===== src/rtl/aes_stream_if.sv =====
// aes_stream_if
//   Word-stream front end for the AES-128 encrypt path. Four 32-bit input
//   words are packed big-endian (word 0 -> [127:96]) into plain_text. The
//   block then waits CORE_LATENCY edges, captures cypher_text and streams it
//   back out as four 32-bit words over a valid/ready handshake.
//
//   Optional feature macro: AES_KEY_LOAD_EN
//     defined   : words accepted with in_key=1 load an internal key register
//                 that drives key_out; key_in is ignored.
//     undefined : key_out = key_in; in_key is ignored.
//
// Ports
//   clk, rst          clock, synchronous active-high reset
//   in_data/in_valid  input word stream; in_ready high only in FILL
//   in_key            marks a key word (AES_KEY_LOAD_EN only)
//   plain_text        registered block to the encrypt path
//   key_in/key_out    external key in, key to key expansion out
//   cypher_text       result from the encrypt path
//   out_data/out_valid/out_ready  output word stream
//   busy              high in WAIT or DRAIN
//
// FSM
//   state   | meaning
//   S_FILL  | accepting input words
//   S_WAIT  | plain_text held, counting core latency
//   S_DRAIN | streaming captured result words out
module aes_stream_if #(
  parameter int CORE_LATENCY = 11
) (
  input  logic         clk,
  input  logic         rst,
  input  logic [31:0]  in_data,
  input  logic         in_valid,
  output logic         in_ready,
  input  logic         in_key,
  output logic [127:0] plain_text,
  input  logic [127:0] key_in,
  output logic [127:0] key_out,
  input  logic [127:0] cypher_text,
  output logic [31:0]  out_data,
  output logic         out_valid,
  input  logic         out_ready,
  output logic         busy
);

  localparam logic [7:0] LAT_LAST = 8'(CORE_LATENCY - 1);

  typedef enum logic [1:0] {
    S_FILL  = 2'd0,
    S_WAIT  = 2'd1,
    S_DRAIN = 2'd2
  } state_t;

  state_t       state, state_next;
  logic [1:0]   word_cnt;
  logic [1:0]   out_idx;
  logic [7:0]   lat_cnt;
  logic [127:0] out_buf;
  logic         is_key;
  logic         accept;

`ifdef AES_KEY_LOAD_EN
  logic [1:0]   key_cnt;
  logic [127:0] key_reg;
  logic [127:0] unused_key_in;

  assign unused_key_in = key_in;
  assign is_key        = in_key;
  assign key_out       = key_reg;

  always_ff @(posedge clk) begin
    if (rst) begin
      key_cnt <= 2'd0;
      key_reg <= '0;
    end else if (accept && is_key) begin
      key_reg[{~key_cnt, 5'd0} +: 32] <= in_data;
      key_cnt <= key_cnt + 2'd1;
    end
  end
`else
  logic unused_in_key;

  assign unused_in_key = in_key;
  assign is_key        = 1'b0;
  assign key_out       = key_in;
`endif

  assign accept = in_valid & in_ready;

  always_ff @(posedge clk) begin
    if (rst) state <= S_FILL;
    else     state <= state_next;
  end

  always_comb begin
    state_next = state;
    in_ready   = 1'b0;
    out_valid  = 1'b0;
    busy       = 1'b0;
    case (state)
      S_FILL: begin
        in_ready = 1'b1;
        if (in_valid && !is_key && word_cnt == 2'd3) state_next = S_WAIT;
      end
      S_WAIT: begin
        busy = 1'b1;
        if (lat_cnt == LAT_LAST) state_next = S_DRAIN;
      end
      S_DRAIN: begin
        busy      = 1'b1;
        out_valid = 1'b1;
        if (out_ready && out_idx == 2'd3) state_next = S_FILL;
      end
      default: state_next = S_FILL;
    endcase
  end

  // {~idx, 5'd0} is the LSB of word idx in big-endian order (idx 0 -> 96).
  always_ff @(posedge clk) begin
    if (rst) begin
      plain_text <= '0;
      word_cnt   <= 2'd0;
      lat_cnt    <= 8'd0;
      out_buf    <= '0;
      out_idx    <= 2'd0;
    end else begin
      if (accept && !is_key) begin
        plain_text[{~word_cnt, 5'd0} +: 32] <= in_data;
        word_cnt <= word_cnt + 2'd1;
        if (word_cnt == 2'd3) lat_cnt <= 8'd0;
      end
      if (state == S_WAIT) begin
        lat_cnt <= lat_cnt + 8'd1;
        if (lat_cnt == LAT_LAST) begin
          out_buf <= cypher_text;
          out_idx <= 2'd0;
        end
      end
      if (out_valid && out_ready) out_idx <= out_idx + 2'd1;
    end
  end

  always_comb begin
    out_data = out_buf[127:96];
    case (out_idx)
      2'd0: out_data = out_buf[127:96];
      2'd1: out_data = out_buf[95:64];
      2'd2: out_data = out_buf[63:32];
      2'd3: out_data = out_buf[31:0];
      default: out_data = out_buf[127:96];
    endcase
  end

endmodule


===== config.mk =====
export PLATFORM = sky130hd
export DESIGN_NAME = aes_stream_if
export DESIGN_NICKNAME = d
export VERILOG_FILES = /design/src/rtl/aes_stream_if.sv
export SDC_FILE = /design/constraint.sdc
export NUM_CORES = 1
export LEC_CHECK = 0
export BUFFER_PORTS_ARGS = -buffer_cell sky130_fd_sc_hd__buf_4
export CAP_MARGIN = 20
export CELL_PAD_IN_SITES_DETAIL_PLACEMENT = 2
export CELL_PAD_IN_SITES_GLOBAL_PLACEMENT = 2
export CORE_AREA = 4 4 309 159
export DETAILED_ROUTE_END_ITERATION = 8
export DIE_AREA = 0 0 313 163
export PLACE_DENSITY = 0.81
export SYNTH_ARGS = -nofsm -noshare
export SYNTH_HDL_FRONTEND = slang
export SYNTH_SLANG_ARGS = --single-unit
export TNS_END_PERCENT = 1

===== constraint.sdc =====
create_clock -name clk -period 2.44 [get_ports clk]
set_input_delay 0.488 -clock clk [delete_from_list [all_inputs] [get_ports clk]]
set_output_delay 0.488 -clock clk [all_outputs]
set_load 0.05 [all_outputs]

==> impl_metrics.yaml, run 1 <==
status:
  status: "finished, violations left"
  violations: "setup timing"
worst_setup_path:
  timing.rr.start: "word_cnt[0]"
  r2r_slack_ns: 0.26
  worst-path-buf-inv: 3
  crit_path_max_incr_delay_ns: 0.41
  crit_path_start_kind: "register"
  r2r_end: "plain_text[116]"
  worstSetupPathType: "register to output port"
  cp_cell_sequence: "inv_4 -> ha_4 -> buf_12 -> a222oi_1 -> mux2i_1 -> buf_4"
  critPathCaptureType: "output port"
  worstPathArrival_ns: 2.08
  cp_top_family: "buffers and inverters"
  worst_path_max_delay_cell: "dfxtp_4"
  r2r_cells: 6
  required_ns: 1.95
  crit_path_max_fanout: 9
finish:
  design_area_sq_mm: 0.0147
  fin_nets: 1796
  drive_gt1_share_pct: 29.2
  synthToLayoutAreaGrowth_pct: 27.8
  instances_no_fill: 2149
grt:
  grt_pass1_wl_microns: 70900
  grt_pass1_vias: 11300
  grt_use_total_pct: 18.0
  grt_remaining_overflow: 0
  antenna_found_initial: 2
  grt_start_max_net_pins: 84
cts:
  clkTransAtPathRegs_ns: 0.08
  worst_skew_pair.late_latency_ns: 0.57
  clk_path_buf_depth: 3
  cts_hold_buf: 0
  cts_max_level: 1
  numCtsBuffers: 29
  clock_sinks: 270
  cts_tree: "yes"
  clockRootBuffer: "clkbuf_16"
synthesis:
  syn-num-nets: 1635
  avgSynthCellArea_sq_um: 8.69
  synthFlopType: "dfxtp_1"
  seq_area_frac_synth_pct: 46.9
  ys_async_sr_fraction_pct: 0
  synth-edff-count: 0
  yosysTopAreaCellShare_pct: 46.9
  synth_common_cells: "dfxtp_1 (270), nand2_1 (265), nor2_1 (136)"
  synth_most_common_cell: "dfxtp_1"
  yosysWarnings: 0
  synthTopCellsByArea: "dfxtp_1 (47%), nand2_1 (8.6%), a22oi_1 (8.5%), buf_4 (8.4%), a21oi_1 (4.9%)"
  synth_top_cell_by_area: "dfxtp_1"
  synth_cell_types: 42
  synthCells: 1328
  synthesis.area_sq_mm: 0.0115
  synth_seq_cells: 270
sta:
  hold_violations: 0
  period_needed_ns: 2.57
  rsz0062_at_grt: "true"
  min_period_over_period_pct: 105
  drv_slew: 0
  tightest_slew_ns: 0.687
  setup_violations: 32
  setup_slack_ns: -0.131
  max_freq_mhz: 389
  skew_ns: 0.0254
  relSlewSlack_pct: 53.5
floorplan:
  core_sq_mm: 0.0464
  fp.dieH_microns: 163
  start_util_pct: 24.9
  die_x_microns: 313
  die_area_sq_mm: 0.0510
  ios: 584
  rows: 56
power_and_ir_drop:
  power_density_mw_per_mm2: 665
  leakagePower_nw: 5.71
  finalPower_w: 0.00981
  ir_drop_v: 0.000447
placement:
  port_buffers: 326
  hpwl_microns: 34300
  post-place-cells: 2089
  place_congestion: 0.780
  placed_cell_area_sq_mm: 0.0136
drt:
  drt_iter0_drc: 756
  vias: 10300
  antenna_left: 0
  viasPerCell: 4.80
  drt_pass1_iterations: 6
  drcViolationCount: 0
  totalWireLength_microns: 48100
  avgRoutedWirePerCell_microns: 22.4
run:
  cap_violations: 0
hold_path:
  hp-start: "cypher_text[33]"
  hold_end: "out_buf[33]"
  worstHoldPathCells: 3
  hold_class: "input pin to register"
-- power breakdown --
group / leakage, nW / total [W] / switching (W) / internal, W
logic: 3.09 / 0.000849 / 0.000529 / 0.000320
clock network: 0.447 / 0.00447 / 0.00194 / 0.00253
registers: 2.18 / 0.00449 / 0.0000371 / 0.00445
total: 5.71 / 0.00981 / 0.00251 / 0.00730
-- metrics by stage --
stage	TNS [ns]	util (%)	setup slack, ns	hold slack [ns]
2_1_floorplan	-5.40	-	-0.180	0.436
3_3_place_gp	-1.30	29.4	-0.121	0.441
3_5_place_dp	-3.24	29.4	-0.188	0.452
4_1_cts	-4.37	31.8	-0.186	0.131
5_1_grt	-6.82	31.8	-0.278	0.147
6_report	-2.89	31.8	-0.131	0.168
-- layout by cell type (no fill, tap or decap), types with 3 or more instances in the layout --
cell type	netlist	final
buf_4	129	336
dfxtp_1	270	268
nand2_1	265	265
nor2_1	136	136
a22oi_1	130	130
a21oi_1	114	114
inv_1	39	37
mux2i_1	33	33
a222oi_1	32	32
clkbuf_16	0	29
a21oi_2	21	21
buf_12	11	19
ha_1	14	10
clkbuf_1	60	10
nand3_1	10	9
clkbuf_8	0	5
ha_4	0	4
clkinv_2	0	4
nand3_2	3	3
xnor2_1	3	3
-- registers in the layout (all words and copies together), names as in the netlist --
name,count
out_idx,2
out_buf,128
plain_text,128
state,2
word_cnt,2
lat_cnt,8
-- kinds of logic (layout without fill, tap and decap cells) --
kind of cell             count (synthesis)  count (layout)  share of synthesized area [%]
AO/OA/AOI/OAI                          306             306                           18.3
XOR/XNOR                                 4               4                          0.304
adder cells (fa/ha/maj)                 14              14                           1.52
buffers and inverters                  267             449                           14.9
flip-flops                             270             270                           46.9
multiplexers                            33              33                           2.86
other                                    0               1                              0
AND/OR/NAND/NOR                        434             434                           15.2
-- metal layers --
metal | vias up | global-route usage [%] | wire length (microns)
met4 | 6 | 3.63 | 758
met2 | 342 | 28.1 | 22000
met3 | 61 | 5.99 | 3590
met1 | 5204 | 24.0 | 21500
li1 | 4706 | - | -
met5 | - | 2.37 | 185
-- worst register-to-register path: stages, from the launching register on --
cell	delay, ns
dfxtp_1	0.52
inv_1	0.16
ha_1	0.45
nor4_2	0.42
buf_12	0.26
a22oi_1	0.14
nor2_1	0.16
-- what timing repair did --
item                                    4_1_cts  5_1_grt
setup buffers                                 7        0
endpoints found under the setup margin       32       32
resized for setup                            12        0
pin swaps                                    30        4
-- layout make-up --
class                      instances  area, sq um
multi-input combinational        791         4490
clock inverter                     9          104
fill                            5183        31600
timing repair buffer             358         2970
clock buffer                      43          818
sequential                       270         5410
inverter                          39          151
tap                              638          798
antenna                            1         2.50
-- worst max path at each step --
stage,startpoint,depth (start not counted),endpoint,slack (ns)
finish,out_idx[1],6,out_data[23],-0.13
global route,out_idx[0],6,out_data[22],-0.28
CTS,out_idx[0],6,out_data[23],-0.19
detailed placement,out_idx[0],5,out_data[11],-0.19
global placement,out_idx[0],5,out_data[11],-0.12
floorplan,out_idx[0],5,out_data[0],-0.18
No activity file was read; power rests on OpenSTA's default activity.
==> run 2, diff against run 1 <==
REMOVE_ABC_BUFFERS = 1   (was not set)
==> run 2 against run 1 <==
The run still ends with setup timing left; routed wire length is 49% higher; global-route usage grew 8.8 points; power is 1.5% lower; non-clock buffer count grew 17; sequential power hardly changed; first-iteration DRC count rose by 28%; hold slack worse by 0.0045 ns; register-to-register slack lost 0.05 ns; sequential share of layout area decreased by 0.19 points; flip-flop and latch count stayed put.
==> impl_metrics.yaml, run 2 (same netlist as run 1, synthesis figures left out) <==
status:
  status: "finished, violations left"
  violations: "setup timing"
cts:
  worst_skew_pair.late_latency_ns: 0.57
  clkTransAtPathRegs_ns: 0.07
  clock_sinks: 270
  clk_path_buf_depth: 3
  cts_max_level: 1
  clockRootBuffer: "clkbuf_16"
  numCtsBuffers: 27
  cts_tree: "yes"
  cts_hold_buf: 0
drt:
  vias: 11000
  drcViolationCount: 0
  viasPerCell: 5.10
  avgRoutedWirePerCell_microns: 33.1
  drt_pass1_iterations: 9
  totalWireLength_microns: 71600
  drt_iter0_drc: 971
  antenna_left: 0
finish:
  layout_commonest_cell: "buf_4"
  fin_nets: 1811
  drive_gt1_share_pct: 30.3
  mostFrequentLayoutCells: "buf_4 (340), dfxtp_1 (268), nand2_1 (265), nor2_1 (136), a22oi_1 (130)"
  antenna_cells: 0
  design_area_sq_mm: 0.0148
  postLayoutCoreUtil_pct: 31.9
  synthToLayoutAreaGrowth_pct: 28.5
  instances_no_fill: 2161
  top_regs: "out_buf (128), plain_text (128), lat_cnt (8)"
floorplan:
  fp.dieH_microns: 163
  core_sq_mm: 0.0464
  die_area_sq_mm: 0.0510
  die_x_microns: 313
  ios: 584
  start_util_pct: 24.9
  rows: 56
placement:
  dp_slack_ns: 0.0430
  post-place-cells: 2100
  port_buffers: 326
  placed_cell_area_sq_mm: 0.0137
  place_congestion: 0.763
  hpwl_microns: 52400
worst_setup_path:
  worstPathArrival_ns: 2.25
  critPathCaptureType: "output port"
  required_ns: 1.95
  r2r_cells: 5
  worstSetupPathType: "register to output port"
  crit_path_start_kind: "register"
  crit_path_max_fanout: 7
sta:
  setup_slack_ns: -0.293
  rsz0062_at_grt: "true"
  hold_violations: 0
  hold_ws_ns: 0.164
  skew_ns: 0.0255
  min_period_over_period_pct: 112
  drv_slew: 0
  tightest_slew_ns: 0.651
  relSlewSlack_pct: 56.5
  period_needed_ns: 2.73
  setup_violations: 32
  max_freq_mhz: 366
hold_path:
  worstHoldPathCells: 3
  hold_class: "input pin to register"
power_and_ir_drop:
  leakagePower_nw: 5.77
  ir_drop_v: 0.000503
  power_density_mw_per_mm2: 652
grt:
  grt_remaining_overflow: 0
  grt_start_max_net_pins: 84
  antenna_found_initial: 0
  grt_pass1_wl_microns: 95300
  grt_use_total_pct: 26.8
  grt_pass1_vias: 11300
run:
  cap_violations: 0
run 2: changes by cell type in the layout (fill, tap and decap cells not counted), sizes merged:
cell / change
buf: +18
clkbuf: -5
bufinv: -1
diode: -1
clkinvlp: +1
run 2: timing repair:
action	in CTS	in global routing
gates resized for setup	34	1
setup buffers	12	0
gates cloned	1	0
pin swaps	24	2
setup endpoints to repair	32	32
run 2: cell type report:
type / count / area (sq um)
Inverter: 39 / 151
Tap cell: 638 / 798
Fill cell: 5198 / 31600
Clock inverter: 9 / 85.1
Timing Repair Buffer: 375 / 3090
Multi-Input combinational cell: 791 / 4470
Clock buffer: 39 / 811
Sequential cell: 270 / 5410
run 2: through the flow:
stage,total power (W),setup TNS [ns]
3_3_place_gp,0.00541,0
3_5_place_dp,0.00543,0
4_1_cts,0.00978,-7.21
5_1_grt,0.0101,-9.33
6_report,0.00966,-5.81
2_1_floorplan,0.00490,-276.54
run 2: routing by layer:
layer  share of wire (%)  wire [microns]  up-vias  global-route usage, %
met2                  37           26700      706                   34.5
li1                    -               -     4736                      -
met3                  20           14000      105                   25.8
met5                 2.4            1740        -                   24.0
met1                  38           27400     5464                   29.6
met4                 2.3            1660       20                   5.03
run 2: path summary, 6_finish.rpt:
check | startpoint | end | slack [ns]
max reg2reg | lat_cnt[3] | out_buf[33] | 0.21
min | cypher_text[84] | out_buf[84] | 0.16
max | out_idx[0] | out_data[0] | -0.29
min reg2reg | out_buf[113] | out_buf[113] | 0.46
run 2: where the power goes:
part	switching, W	internal (W)
Sequential	0.0000377	0.00445
Combinational	0.000522	0.000320
Clock	0.00192	0.00241
Total	0.00248	0.00718
run 2: worst max-delay path, stage by stage, from the launching register on:
cell and delay (ns):
dfxtp_4 0.38, inv_4 0.04, ha_4 0.18, buf_6 0.13
buf_12 0.13, a222oi_1 0.47, mux2i_1 0.13, buf_4 0.21
